--- config.mk ---
export PLATFORM = sky130hd
export DESIGN_NAME = led_pulse_arb
export DESIGN_NICKNAME = d
export VERILOG_FILES = /design/src/rtl/led_arb_pkg.sv /design/src/rtl/led_pulse_timer.sv /design/src/rtl/led_pulse_arb.sv
export SDC_FILE = /design/constraint.sdc
export NUM_CORES = 1
export LEC_CHECK = 0
export CORE_ASPECT_RATIO = 1.1
export CORE_MARGIN = 2
export CORE_UTILIZATION = 30
export DETAILED_ROUTE_END_ITERATION = 7
export GPL_ROUTABILITY_DRIVEN = 0
export PLACE_DENSITY_LB_ADDON = 0.05
export SLEW_MARGIN = 40
export SYNTH_ARGS = -nofsm -noshare
export SYNTH_HDL_FRONTEND = slang
export SYNTH_SLANG_ARGS = --single-unit
--- constraint.sdc ---
create_clock -name clk -period 2.45 [get_ports clk]
set_input_delay 0.3675 -clock clk [delete_from_list [all_inputs] [get_ports clk]]
set_output_delay 0.3675 -clock clk [all_outputs]
set_load 0.01 [all_outputs]
--- src/rtl/led_arb_pkg.sv ---
// Shared types and the round-robin pick helper for the LED pulse arbiter.
package led_arb_pkg;

  localparam int unsigned MAX_NREQ = 8;
  localparam int unsigned MAX_IW   = 3;

  typedef enum logic [1:0] {
    IDLE  = 2'd0,
    PULSE = 2'd1,
    GAP   = 2'd2
  } arb_state_t;

  // First set bit of pend searching upward from last+1, wrapping modulo nreq.
  function automatic logic [MAX_IW-1:0] rr_pick(
    input logic [MAX_NREQ-1:0] pend,
    input logic [MAX_IW-1:0]   last,
    input int unsigned         nreq
  );
    logic [MAX_IW-1:0] win;
    logic              found;
    int unsigned       idx;
    win   = '0;
    found = 1'b0;
    for (int unsigned i = 1; i <= MAX_NREQ; i++) begin
      idx = (32'(last) + i) % nreq;
      if ((i <= nreq) && !found && pend[idx[MAX_IW-1:0]]) begin
        win   = idx[MAX_IW-1:0];
        found = 1'b1;
      end
    end
    return win;
  endfunction

endpackage

--- src/rtl/led_pulse_timer.sv ---
// Shared pulse/gap timer: CW-bit up-counter with clear/enable and the two
// terminal-count compares used by the arbiter FSM.
module led_pulse_timer #(
  parameter int unsigned CW         = 24,
  parameter int unsigned PULSE_TIME = 3500000,
  parameter int unsigned GAP_TIME   = 350000
) (
  input  logic clk,
  input  logic rst,
  input  logic clr,
  input  logic en,
  output logic tc_pulse_c,
  output logic tc_gap_c
);

  localparam logic [CW-1:0] PULSE_TC = CW'(PULSE_TIME);
  // Gap ends one count early so the dark phase lasts exactly GAP_TIME cycles.
  localparam logic [CW-1:0] GAP_TC   = (GAP_TIME == 0) ? '0 : CW'(GAP_TIME - 32'd1);

  logic [CW-1:0] count;

  // Counter: clear has priority over enable.
  always_ff @(posedge clk) begin
    if (rst || clr) begin
      count <= '0;
    end else if (en) begin
      count <= count + CW'(1);
    end
  end

  // Terminal-count compares.
  always_comb begin
    tc_pulse_c = (count == PULSE_TC);
    tc_gap_c   = (count == GAP_TC);
  end

endmodule

--- src/rtl/led_pulse_arb.sv ---
// Round-robin arbiter sharing one LED pulse timer between NREQ trigger sources.
// Each trigger rising edge queues one request; each grant produces a lit pulse
// of PULSE_TIME+1 cycles followed by GAP_TIME dark cycles.
// Build option: LED_ARB_RETRIG_EN -- a rise on the active source during its
// pulse restarts the pulse instead of queueing another one.
module led_pulse_arb
  import led_arb_pkg::*;
#(
  parameter int unsigned NREQ       = 4,
  parameter int unsigned PULSE_TIME = 3500000,
  parameter int unsigned GAP_TIME   = 350000,
  parameter int unsigned CW         = 24
) (
  input  logic                    clk,
  input  logic                    rst,
  input  logic [NREQ-1:0]         trigx,
  output logic                    led,
  output logic [$clog2(NREQ)-1:0] grant_id,
  output logic                    busy,
  output logic [NREQ-1:0]         pend
);

  localparam int unsigned     IW   = $clog2(NREQ);
  localparam longint unsigned TMAX = (PULSE_TIME > GAP_TIME) ? 64'(PULSE_TIME) : 64'(GAP_TIME);

  if ((NREQ < 2) || (NREQ > MAX_NREQ)) begin : g_bad_nreq
    $error("led_pulse_arb: NREQ must be in 2..8");
  end
  if ((CW < 64) && (TMAX >= (64'd1 << CW))) begin : g_bad_cw
    $error("led_pulse_arb: PULSE_TIME/GAP_TIME do not fit in CW bits");
  end

  arb_state_t      state, state_n;
  logic            led_n, busy_n, do_grant, any_pend;
  logic [IW-1:0]   gid_n, last_grant, last_n, win;
  logic [NREQ-1:0] trig_q, rise, rise_eff, clr, pend_n;
  logic            tmr_clr, tmr_en, tc_pulse_c, tc_gap_c;
`ifdef LED_ARB_RETRIG_EN
  logic            retrig;
`endif

  led_pulse_timer #(
    .CW         (CW),
    .PULSE_TIME (PULSE_TIME),
    .GAP_TIME   (GAP_TIME)
  ) u_timer (
    .clk        (clk),
    .rst        (rst),
    .clr        (tmr_clr),
    .en         (tmr_en),
    .tc_pulse_c (tc_pulse_c),
    .tc_gap_c   (tc_gap_c)
  );

  // Edge detect; with retrigger enabled the active source's rise restarts its pulse instead of queueing.
  always_comb begin
    rise = trigx & ~trig_q;
`ifdef LED_ARB_RETRIG_EN
    retrig   = (state == PULSE) && rise[grant_id];
    rise_eff = retrig ? (rise & ~(NREQ'(1) << grant_id)) : rise;
`else
    rise_eff = rise;
`endif
  end

  // Next-state, grant and timer control.
  always_comb begin
    state_n  = state;
    led_n    = 1'b1;
    busy_n   = 1'b0;
    gid_n    = grant_id;
    last_n   = last_grant;
    clr      = '0;
    tmr_clr  = 1'b0;
    tmr_en   = 1'b0;
    do_grant = 1'b0;
    any_pend = |pend;
    win      = IW'(rr_pick(MAX_NREQ'(pend), MAX_IW'(last_grant), NREQ));

    case (state)
      IDLE: begin
        tmr_clr = 1'b1;
        if (any_pend) do_grant = 1'b1;
      end
      PULSE: begin
        tmr_en = 1'b1;
`ifdef LED_ARB_RETRIG_EN
        if (retrig) tmr_clr = 1'b1;
        else
`endif
        if (tc_pulse_c) begin
          tmr_clr = 1'b1;
          if (GAP_TIME != 0) state_n = GAP;
          else if (any_pend) do_grant = 1'b1;
          else state_n = IDLE;
        end
      end
      GAP: begin
        tmr_en = 1'b1;
        if (tc_gap_c) begin
          tmr_clr = 1'b1;
          if (any_pend) do_grant = 1'b1;
          else state_n = IDLE;
        end
      end
      default: state_n = IDLE;
    endcase

    if (do_grant) begin
      state_n = PULSE;
      gid_n   = win;
      last_n  = win;
      clr     = NREQ'(1) << win;
      tmr_clr = 1'b1;
    end

    led_n  = (state_n != PULSE);
    busy_n = (state_n != IDLE);
    // A rise in the grant cycle re-queues the bit it just cleared.
    pend_n = (pend & ~clr) | rise_eff;
  end

  // State and output registers.
  always_ff @(posedge clk) begin
    if (rst) begin
      state      <= IDLE;
      led        <= 1'b1;
      busy       <= 1'b0;
      grant_id   <= '0;
      last_grant <= IW'(NREQ - 1);
      pend       <= '0;
      trig_q     <= '0;
    end else begin
      state      <= state_n;
      led        <= led_n;
      busy       <= busy_n;
      grant_id   <= gid_n;
      last_grant <= last_n;
      pend       <= pend_n;
      trig_q     <= trigx;
    end
  end

endmodule

After elaboration in Yosys (flattened, before gate mapping)
Index checks and enable logic that the tools add are counted.
{"block": "word_totals", "ff_bits": 40, "out_inout_bits": 8}
{"block": "op_classes", "add_sub_neg": 5, "n_lt_le_gt_ge": 4, "n_eq_ne": 5, "shift": 1, "n_mux": 29, "bitwise_logic": 5, "reduce_logical": 11}
{"op": "24-bit by 1-bit adder with 24-bit output (second input constant)", "n": 1}
{"op": "24-bit by 19-bit equality test with 1-bit output (second input constant)", "n": 1}
{"op": "24-bit by 22-bit equality test with 1-bit output (second input constant)", "n": 1}
{"op": "2-bit by 4-bit < comparator with 1-bit output (second input constant)", "n": 4}
{"op": "2-bit 2-to-1 mux", "n": 8}
{"op": "1-bit 2-to-1 mux", "n": 13}
{"op": "4-bit AND", "n": 2}
{"op": "1-bit binary-select mux with 2-bit select", "n": 4}
{"op": "4-bit inverter", "n": 2}
{"op": "2-bit case mux with 3 select lines", "n": 1}
{"op": "2-bit by 1-bit adder with 2-bit output (second input constant)", "n": 2}
{"op": "2-bit adder (second input constant)", "n": 2}
{"op": "4-bit 2-to-1 mux", "n": 1}
{"op": "4-bit bitwise OR", "n": 1}
{"op": "4-bit OR reduction", "n": 1}
{"op": "1-bit by 2-bit left shift with 4-bit output (first input constant)", "n": 1}
{"op": "1-bit logical AND", "n": 3}
{"op": "1-bit zero test", "n": 3}
{"op": "1-bit case mux with 3 select lines", "n": 1}
{"op": "2-bit by 1-bit equality test with 1-bit output (second input constant)", "n": 1}
{"op": "2-bit equality test (second input constant)", "n": 1}
{"op": "2-bit zero test", "n": 1}
{"op": "2-bit by 1-bit inequality test with 1-bit output (second input constant)", "n": 1}
{"op": "1-bit case mux with 2 select lines", "n": 1}
{"op": "other kinds (3)", "n": 3}

Longest topological paths before layout
Gate-level depths: netlist of the first run.
{"block": "logic_depth", "word_depth": 18, "mapped_depth": 8, "mapped_depth_nobuf": 7}

Cells and area by module
Synthesis of the first run repeated with hierarchy kept, for this count alone.
{"block": "hier_totals", "hier_cells": 234, "area_unflattened_um2": 2072.0}
{"mod": "led_pulse_timer", "instances": 1, "cells_per_inst": 147, "area_each_um2": 1228.7}
{"mod": "led_pulse_arb", "instances": 1, "cells_per_inst": 87, "area_each_um2": 843.3}

Worst setup path after synthesis of the first run
Ideal clock, no wire load.
{"block": "synth_path", "kind": "reg2reg", "start": "register u_timer.count[4]", "end": "register pend[0]", "arrival_ps": 2181, "required_time_ps": 2333, "setup_slack_ps": 151, "path_stages_with_launch": 6, "synth_period_minus_slack_ps": 2299, "cell_sequence": "dfxtp_1 or4_4 nor4_4 a41oi_2 or4_1 a32o_1"}
{"block": "synth_between", "elab_chain_len": 7}
{"element": "start: declaration", "line_no": "led_pulse_timer.sv:20", "rtl": "logic [CW-1:0] count;"}
{"element": "start signal: assignment", "line_no": "led_pulse_timer.sv:27", "rtl": "count <= count + CW'(1);"}
{"element": "24-bit by 19-bit equality test with 1-bit output", "line_no": "led_pulse_timer.sv:34", "rtl": "tc_gap_c = (count == GAP_TC);"}
{"element": "1-bit 2-to-1 mux", "line_no": "led_pulse_arb.sv:100", "rtl": "if (tc_gap_c) begin"}
{"element": "1-bit case mux with 2 select lines", "line_no": "led_pulse_arb.sv:80", "rtl": "case (state)"}
{"element": "4-bit 2-to-1 mux", "line_no": "led_pulse_arb.sv:109", "rtl": "if (do_grant) begin"}
{"element": "4-bit inverter", "line_no": "led_pulse_arb.sv:120", "rtl": "pend_n = (pend & ~clr) | rise_eff;"}
{"element": "4-bit AND", "line_no": "led_pulse_arb.sv:120"}
{"element": "4-bit bitwise OR", "line_no": "led_pulse_arb.sv:120"}
{"element": "end signal: assignment", "line_no": "led_pulse_arb.sv:139", "rtl": "pend <= pend_n;"}
{"element": "end: declaration", "line_no": "led_pulse_arb.sv:20", "rtl": "output logic [NREQ-1:0] pend"}
Every way passes these cells.
A chain may end at the register's enable or synchronous reset.

Worst setup path after layout of the first run
{"block": "layout_path", "start": "register u_timer.count[0]", "end": "register pend[0]"}
Same word-level chain as after synthesis.

==> results of run 1 <==
==> flip-flops by register name (all words and copies together), names as in the netlist <==
| signal | cells |
|---|---|
| last_grant | 2 |
| pend | 4 |
| busy | 1 |
| led | 1 |
| u_timer.count | 24 |
| grant_id | 2 |
| trig_q | 4 |
| state | 2 |
==> tightest hold or removal path: cells and delay by family, from the launching register on <==
kind                   cells  cell delay [ns]
buffers and inverters      1             0.04
DFF                        1             0.30
AOI/OAI and AO/OA          1             0.10
==> per-stage QoR <==
step	cells	total power, uW	utilization (%)
2_1_floorplan	215	888	-
3_3_place_gp	311	1000	35.5
3_5_place_dp	311	1010	35.5
4_1_cts	318	1430	36.7
5_1_grt	318	1500	36.7
6_report	318	1410	36.7
==> report_power, final <==
part | switching [uW] | leakage, uW | internal [uW]
clock network | 225 | 0.0000410 | 194
registers | 38.5 | 0.000326 | 686
logic | 133 | 0.000436 | 132
==> area by class of cell <==
| class | count | area, um2 | share of cell area [%] |
|---|---|---|---|
| Clock inverter | 1 | 5.00 | 0.220 |
| Timing Repair Buffer | 22 | 210 | 9.24 |
| Clock buffer | 6 | 72.6 | 3.19 |
| Multi-Input combinational cell | 155 | 1030 | 45.5 |
| Sequential cell | 40 | 801 | 35.2 |
| Tap cell | 80 | 100 | 4.40 |
| Inverter | 14 | 52.6 | 2.31 |
==> synthesized netlist by cell type (all sizes together), types with 2 or more instances <==
library cell | count | area [um2]
a32o | 4 | 40.0
clkbuf | 3 | 11.3
xnor2 | 7 | 61.3
nand3 | 8 | 40.0
nand2 | 9 | 33.8
a41o | 2 | 22.5
a211oi | 2 | 15.0
buf | 3 | 21.3
nor2 | 33 | 124
dfxtp | 40 | 801
nor3 | 4 | 20.0
xor2 | 16 | 140
and3 | 8 | 50.1
mux2i | 2 | 20.0
a31oi | 3 | 18.8
nor4 | 6 | 52.6
nand2b | 2 | 12.5
o211ai | 3 | 22.5
nor2b | 4 | 25.0
o21ai | 5 | 25.0
inv | 13 | 48.8
or4 | 3 | 26.3
a21oi | 5 | 25.0
ha | 6 | 75.1
nand4 | 12 | 75.1
==> cell usage in the layout, fill, tap and decap left out, drive strengths merged, types with 3 or more instances in the layout <==
cell	synthesis	final
inv	13	13
clkbuf	3	6
and3	8	8
a31oi	3	3
o21ai	5	5
nor2	33	33
nand2	9	9
a21oi	5	5
o211ai	3	3
xnor2	7	7
buf	3	9
nor3	4	4
dfxtp	40	40
nand3	8	8
nor2b	4	4
or4	3	3
ha	6	6
nand4	12	12
a32o	4	4
nor4	6	6
xor2	16	16
clkdlybuf4s50	0	13
==> worst min-delay path by stage <==
stage | startpoint | slack [ns] | endpoint | depth (start not counted)
2_1_floorplan | trig_q[0] | 0.45 | pend[0] | 2
3_3_place_gp | trig_q[2] | 0.45 | pend[2] | 2
3_5_place_dp | trig_q[0] | 0.46 | pend[0] | 2
4_1_cts | trig_q[0] | 0.48 | pend[0] | 2
5_1_grt | grant_id[1] | 0.50 | grant_id[1] | 2
6_report | trig_q[2] | 0.48 | pend[2] | 2
==> metal layers <==
layer | global-route usage (%) | vias to the layer above | part of all wire (%)
met2 | 26.1 | 26 | 51
met5 | 0 | - | 0
met4 | 5.86 | 0 | 2.5
met1 | 15.6 | 758 | 44
met3 | 3.71 | 9 | 3.1
li1 | - | 807 | -
==> cell families (layout without fill, tap and decap cells) <==
family	Yosys count	after routing	synth area share, %
DFF	40	40	41.7
xor gates and xnor gates	23	23	10.5
muxes	2	2	1.04
and+or+nand+nor	95	95	27.0
AOI/OAI and AO/OA	29	29	11.4
adders and majority gates	6	6	3.91
buffers and inverters	20	43	4.43
==> impl_results.md, run 1 <==
- Initial Utilization: a little under a third
- Port-buffer cells: 13
- Critical Path RT: around 2.6 ns
- Crit path buf inv count: 1
- Place WS: about 0.17 ns
- TritonCTS sink count: 40
- CP max FO: 4
- Max VDD drop: 211 uV
- Synth unique cells: 40
- Post-route DRC: 0
- Critical path endpoint: pend[0]
- Hold buffers post-CTS: 0
- Fin. max-slew vios: 0
- Vias in the first global route: 1684
- Die height: 87.9 um
- N_diodes: 0
- Fraction of registers with async set/reset: 0%
- Worst reg2reg path endpoint: pend[0]
- Kind of cell adding the most delay to the critical path: simple AND/OR/NAND/NOR gates
- I/O pin count: 14
- Ratio of cells with drive above 1 in the final layout: 9.24%
- Relative slew slack: 53.0%
- CTS tree: done
- Period Utilization, post-route: 94.4%
- Max Cap Violations: 0
- Crit path capture type: register
- Nets: 250
- PostCTS Resize Cnt: 0
- Reg-to-reg setup timing slack: 0.14 ns
- Hold slack: 0.476 ns
- Area growth, synth to finish: 18.5%
- Total grt overflow: 0
- Worst R2R Path Depth: 7
- Yosys reg bits: 40
- Reg-to-Reg Start: u_timer.count[0]
- Root buf cell: clkbuf_8
- CP cell instances: ha_1 > nand4_1 > nor4_1 > buf_4 > a41oi_2 > or4_1 > a32o_1
- Ys flop type: dfxtp_1
- Setup Buffers After CTS: 0
- Final wirelength: around 4500 um
- Finished Cell Area: 2280 um2
- Post-Syn Instances: 215
- # rows: 30
- Vias per cell: roughly 5.0
- Final Hold Viols: 0
- Power Dens Cells: 619 nW/um2
- Yosys warnings: 0
- Die Wd: 80.3 um
- Initial antenna violation count: 0
- Post-synthesis sequential area ratio: 41.7%
- Clock-pin slew on the worst setup and hold paths: 0.08 ns
- Fill count: 662
- DRT iter0 DRCs: 61
- Setup ws final: about 0.14 ns
- RSZ-0062 raised after global routing: false
- Clk Latency, worst-skew pair: 0.29 ns
- Delay of the slowest critical-path stage: 0.53 ns
- First-pass GRT wire length: 7810 um
- Fmax: 432 MHz
- Largest net degree at the start of global routing: 25
- Setup Skew: between 0.009 and 0.01 ns
- DR vias: 1600
- Critical path start-end classification: register to register
- Status: finished, final reports clean
- Routed Antenna Nets: 0
- CP Launch Type: register
- Count of final setup violators: 0
- Mapped cell area: 1920 um2
- Worst Hold Class: register to register
- Worst path slowest cell: or4_1
- Total Routing Usage GR: 14.3%
- Setup TNS: 0 ns
- Full die area: roughly 7100 um2
- DP Wirelength: 3350 um
- Routed WL per cell: 14.0 um
- Worst-Margin Slew: 0.698 ns
- Post-synth EDFFs: 0
- Syn_area_per_cell: 8.93 um2
- Leak: 0.000804 uW
- Clock Path Buffers: 2
- H-tree depth: 2
- Core region area: 6190 um2
- Post-Place Cell Area: ~2200 um2
- Critical path startpoint: u_timer.count[0]
- Total CTS buffers: 5
- Number of cells on the critical path: 7
- Syn_nets: 227
- Post-layout min period: 2.31 ns
- First-pass DRT Iterations: 4
- Arrival time at the worst endpoint: 2.50 ns
No activity file was read; power rests on OpenSTA's default activity.
==> run 2: changes to the inputs <==
--- a/config.mk
+++ b/config.mk
@@ -5,11 +5,12 @@
 export SDC_FILE = /design/constraint.sdc
 export NUM_CORES = 1
 export LEC_CHECK = 0
-export CORE_ASPECT_RATIO = 1.1
+export ABC_AREA = 1
 export CORE_MARGIN = 2
 export CORE_UTILIZATION = 30
 export DETAILED_ROUTE_END_ITERATION = 7
 export GPL_ROUTABILITY_DRIVEN = 0
+export HOLD_SLACK_MARGIN = 0.08
 export PLACE_DENSITY_LB_ADDON = 0.05
 export SLEW_MARGIN = 40
 export SYNTH_ARGS = -nofsm -noshare
==> impl_results.md, run 2 <==
- Status: finished, final reports clean
- Yosys warnings: 0
- Clock network fraction of total power: 23.8%
- TritonCTS sink count: 40
- Setup Skew: 0.00686 ns
- Final Non-Filler Cells: 507
- Biggest regs: u_timer.count: 24 flops, pend: 4 flops, trig_q: 4 flops
- Sw Pwr: 781 uW
- First-pass GRT wire length: 9850 um
- Critical path start-end classification: register to register
- Final Hold Viols: 0
- Fmax: 484 MHz
- Max Cap Violations: 0
- Initial antenna violation count: 0
- Register with the most flip-flops: u_timer.count
- Vias per cell: 4.36
- DRT iter0 DRCs: 57
- Post-route DRC: 0
- DP Wirelength: 4390 um
- CTS tree: done
- Post-Syn Instances: ~380
- Mapped cell area: 2470 um2
- Arrival time at the worst endpoint: 2.24 ns
- Worst Hold Class: register to register
- Root buf cell: clkbuf_8
- Relative slew slack: about 78%
- Most common library cell in the layout ignoring fill and taps: nand2_1
- Period Utilization, post-route: between 80% and 90%
- Most instantiated library cell after synthesis: nand2_1
- Vias in the first global route: 2052
- Setup TNS: 0 ns
- Clock-pin slew on the worst setup and hold paths: ~0.080 ns
- Syn_area_per_cell: around 6.4 um2
- Total grt overflow: 0
- # rows: 33
- Final Util: 34.8%
- Full die area: between 8000 and 9000 um2
- Crit path capture type: register
- Comb pwr share: a little under two fifths
- Routed WL per cell: ~11 um
- RSZ-0062 raised after global routing: false
- Ratio of cells with drive above 1 in the final layout: roughly 9.7%
- PostCTS Resize Cnt: 0
- Fraction of registers with async set/reset: 0%
- Net Sw Frac: 38.8%
- Reg-to-reg setup timing slack: 0.38 ns
- Total CTS buffers: 5
- Core region area: 8090 um2
- Final Power: 2020 uW
- First-pass DRT Iterations: 5
- Worst-Margin Slew: 0.333 ns
- H-tree depth: 2
- Placed Cells: 500
- Count of final setup violators: 0
- Largest area contributor in the netlist: dfxtp_1
- Post-synth top area share: 32.4%
- Area contributors post-synth: dfxtp_1 (32%), nand2_1 (18%), nor2_1 (9.7%)
- Final wirelength: between 5000 and 6000 um
- I/O pin count: 14
- Post-synthesis sequential area ratio: 32.4%
- Leak: 0.00125 uW
- Largest net degree at the start of global routing: 25
- N_diodes: 0
- Fin. max-slew vios: 0
- Syn_nets: 396
- Clk Latency, worst-skew pair: just under 0.3 ns
- Nets: 414
- Routed Antenna Nets: 0
- Part of the power in registers: 37.9%
- Power Dens Cells: between 700 and 800 nW/um2
- CP max FO: 6
- Critical Path RT: 2.63 ns
- Port-buffer cells: 13
- Setup Buffers After CTS: 0
- Clock Path Buffers: 2
- Initial Utilization: approximately 31%
- CP Launch Type: register
- Area growth, synth to finish: 13.8%
- Most frequent cells in the layout: nand2_1 (117), nor2_1 (64), inv_1 (53)
- Die height: between 90 and 100 um
- Post-synth EDFFs: 0
- Die Wd: 94.8 um
- Ys flop type: dfxtp_1
- Post-layout min period: 2.07 ns
- Most common library cells after synthesis: nand2_1 (117), nor2_1 (64), inv_1 (53), dfxtp_1 (40), nand3_1 (25)
- Pint: between 1000 and 1500 uW
- Yosys reg bits: 40
- Hold buffers post-CTS: 0
- Total Routing Usage GR: between 10 and 15%
- Max reg flops: 24
- DR vias: 2212
- Hold slack: roughly 0.46 ns
- Max VDD drop: between 200 and 300 uV
- Synth unique cells: 32
run 2: changes by cell type in the layout (fill, tap and decap cells not counted), moves of 5 or more:
cell and change:
and3_1 -7, nor4_1 -5, buf_4 -6, nor2_2 +5, nor2_1 +31, nand3_1 +17, nand2_2 +6, inv_1 +40
inv_2 +6, nand2_1 +108
run 2: critical path, stage by stage (launching register included):
cell	delay, ns
dfxtp_1	0.41
inv_1	0.12
ha_1	0.40
nand2_1	0.11
nor2_2	0.14
nand2_2	0.12
nor2_4	0.13
nand2_4	0.08
nor2_8	0.11
nand3_1	0.09
xor2_1	0.16
inv_1	0.05
nor2_1	0.03
run 2: layout make-up:
cell class / instances / area (um2)
Fill cell: 910 / 5280
Multi-Input combinational cell: 281 / 1420
Sequential cell: 40 / 801
Inverter: 59 / 221
Timing Repair Buffer: 15 / 145
Tap cell: 105 / 131
Clock buffer: 7 / 96.3
run 2: power by group through the flow:
stage / sequential, uW / clock [uW] / combinational (uW)
6_report: 764 / 479 / 772
5_1_grt: 774 / 543 / 891
4_1_cts: 764 / 508 / 771
3_5_place_dp: 778 / 0 / 768
3_3_place_gp: 778 / 0 / 777
2_1_floorplan: 786 / 0 / 530
run 2: per-layer routing:
| layer | global-route usage [%] | vias to the layer above | wire (um) |
|---|---|---|---|
| met2 | 22.0 | 25 | 2460 |
| met1 | 19.4 | 978 | 2950 |
| li1 | - | 1204 | - |
| met4 | 3.99 | 0 | 66 |
| met5 | 0 | - | 0 |
| met3 | 2.95 | 5 | 137 |
run 2: path summary, 6_finish.rpt:
check / cells past startpoint / start / to
setup / recovery: 12 / state[1] / u_timer.count[19]
hold reg to reg: 3 / trig_q[1] / pend[1]
setup reg to reg: 12 / state[1] / u_timer.count[19]
hold / removal: 3 / trig_q[1] / pend[1]
run 2: logic make-up after synthesis:
group	count (synthesis)	synth area share [%]
buf+inv	63	10.2
compound gates	12	2.94
fa+ha+maj	6	3.04
simple gates	245	45.0
xor+xnor	18	6.38
flops	40	32.4
run 2: metrics by stage:
| step | setup slack (ns) | instance area [um2] |
|---|---|---|
| final | 0.383 | 2810 |
| after global routing | 0.223 | 2810 |
| after CTS | 0.355 | 2810 |
| after detailed placement | 0.393 | 2720 |
| after global placement | 0.441 | 2720 |
| after floorplan | 0.595 | 2470 |
==> run 3: changes to the inputs <==
==> constraint.sdc (replaced) <==
create_clock -name clk -period 2.2 [get_ports clk]
set_input_delay 0.33 -clock clk [delete_from_list [all_inputs] [get_ports clk]]
set_output_delay 0.33 -clock clk [all_outputs]
set_load 0.01 [all_outputs]
==> impl_results.md, run 3 (synthesis results as in run 2) <==
- Status: finished, final reports clean
- I/O pin count: 14
- Setup TNS: 0 ns
- CP Launch Type: register
- CP max FO: 5
- Place WS: 0.259 ns
- Routed Antenna Nets: 0
- Post-route DRC: 0
- DR vias: 2216
- Setup Skew: 0.00564 ns
- Clock Path Buffers: 2
- Initial Utilization: 30.5%
- Total CTS buffers: 5
- H-tree depth: 2
- N_diodes: 0
- Final Hold Viols: 0
- Post-layout min period: a little under 2 ns
- Vias in the first global route: 2193
- Finished Cell Area: about 2800 um2
- Fin. max-slew vios: 0
- Hold buffers post-CTS: 0
- Kind of cell adding the most delay to the critical path: simple AND/OR/NAND/NOR gates
- Full die area: 8980 um2
- Number of cells on the critical path: 11
- Post-Place Cell Area: 2730 um2
- Nets: 416
- Final Util: 35.1%
- Worst path slowest cell: dfxtp_1
- Biggest regs: u_timer.count: 24 flops, pend: 4 flops, trig_q: 4 flops
- Critical path start-end classification: register to register
- Vias per cell: 4.35
- Most common library cell in the layout ignoring fill and taps: nand2_1
- Max reg flops: 24
- Area growth, synth to finish: 14.9%
- Leak: 0.00127 uW
- Delay of the slowest critical-path stage: 0.41 ns
- Worst Hold Class: register to register
- Routed WL per cell: 11.3 um
- Most frequent cells in the layout: nand2_1 (117), nor2_1 (64), inv_1 (53)
- Period Utilization, post-route: 88.4%
- CTS tree: done
- Clock-pin slew on the worst setup and hold paths: around 0.080 ns
- Fmax: 514 MHz
- Crit path buf inv count: 3
- Setup ws final: 0.256 ns
- Core region area: 8090 um2
- Max VDD drop: between 200 and 300 uV
- Final wirelength: 5760 um
- Die Wd: roughly 95 um
- Arrival time at the worst endpoint: 2.12 ns
- Ratio of cells with drive above 1 in the final layout: between 10% and 20%
- DR top layer: met4
- Clk Latency, worst-skew pair: approximately 0.3 ns
- RSZ-0062 raised after global routing: false
- Relative slew slack: roughly 70%
- Power Dens Cells: 815 nW/um2
- PostCTS Resize Cnt: 0
- Port-buffer cells: 13
- # rows: 33
- M1 WL: 2990 um
- Critical Path RT: 2.38 ns
- WL met2: roughly 2500 um
- Setup Buffers After CTS: 0
- DP Wirelength: 4460 um
- Die height: 94.8 um
- Initial antenna violation count: 0
- Met3 wire len: 169 um
- First-pass DRT Iterations: 4
- DRT iter0 DRCs: 87
- Worst hold stages: 3
- Count of final setup violators: 0
- Total grt overflow: 0
- Root buf cell: clkbuf_8
- Total Routing Usage GR: 14.4%
- TritonCTS sink count: 40
- Max Cap Violations: 0
- CP cell instances: inv_1 > ha_1 > buf_4 > nand2_2 > nor2_4 > nand2_2 > nor2_2 > nand3b_1 > xor2_1 > inv_1 > nor2_1
- First-pass GRT wire length: 10100 um
- Worst-Margin Slew: 0.414 ns
- Largest net degree at the start of global routing: 25
- Crit path capture type: register
- Register with the most flip-flops: u_timer.count
- Worst R2R Path Depth: 11
## run 3: changes by cell type in the layout (fill, tap and decap cells not counted), sizes merged
| cell | change |
|---|---|
| buf | +2 |
| bufinv | +1 |
| clkbuf | -1 |
| clkinv | +1 |
## run 3: through the flow
| stage | hold slack [ns] | total power (uW) | instances |
|---|---|---|---|
| finish | 0.452 | 2310 | 510 |
| global route | 0.492 | 2510 | 510 |
| CTS | 0.456 | 2350 | 510 |
| detailed placement | 0.435 | 1720 | 502 |
| global placement | 0.438 | 1730 | 502 |
| floorplan | 0.429 | 1470 | 384 |
## run 3: worst paths after layout
check                 start           endpoint  slack [ns]
setup / recovery   state[1]  u_timer.count[18]        0.26
hold / removal    trig_q[3]            pend[3]        0.45
setup reg to reg   state[1]  u_timer.count[18]        0.26
hold reg to reg   trig_q[3]            pend[3]        0.45
## run 3: layout make-up
class | count | area, um2
clock buffer | 6 | 72.6
clock inverter | 2 | 35.0
fill | 925 | 5250
inverter | 59 | 221
multi-input combinational | 281 | 1420
sequential | 40 | 801
tap | 105 | 131
timing repair buffer | 17 | 160
## run 3: routing by layer
metal / GRT usage, % / up-vias
met5: 0 / -
met4: 4.35 / 0
met3: 2.71 / 8
met2: 23.3 / 23
met1: 19.3 / 971
li1: - / 1214
## run 3: where the power goes
group	internal, uW	switching [uW]	leakage (uW)
Clock	337	269	0.0000552
Combinational	304	555	0.000885
Sequential	796	52.8	0.000326
Total	1440	876	0.00127
## run 3: tightest hold or removal path: stages, from the launching register on
cell,delay (ns)
dfxtp_1,0.30
inv_1,0.04
nand2_1,0.04
nand2_1,0.05
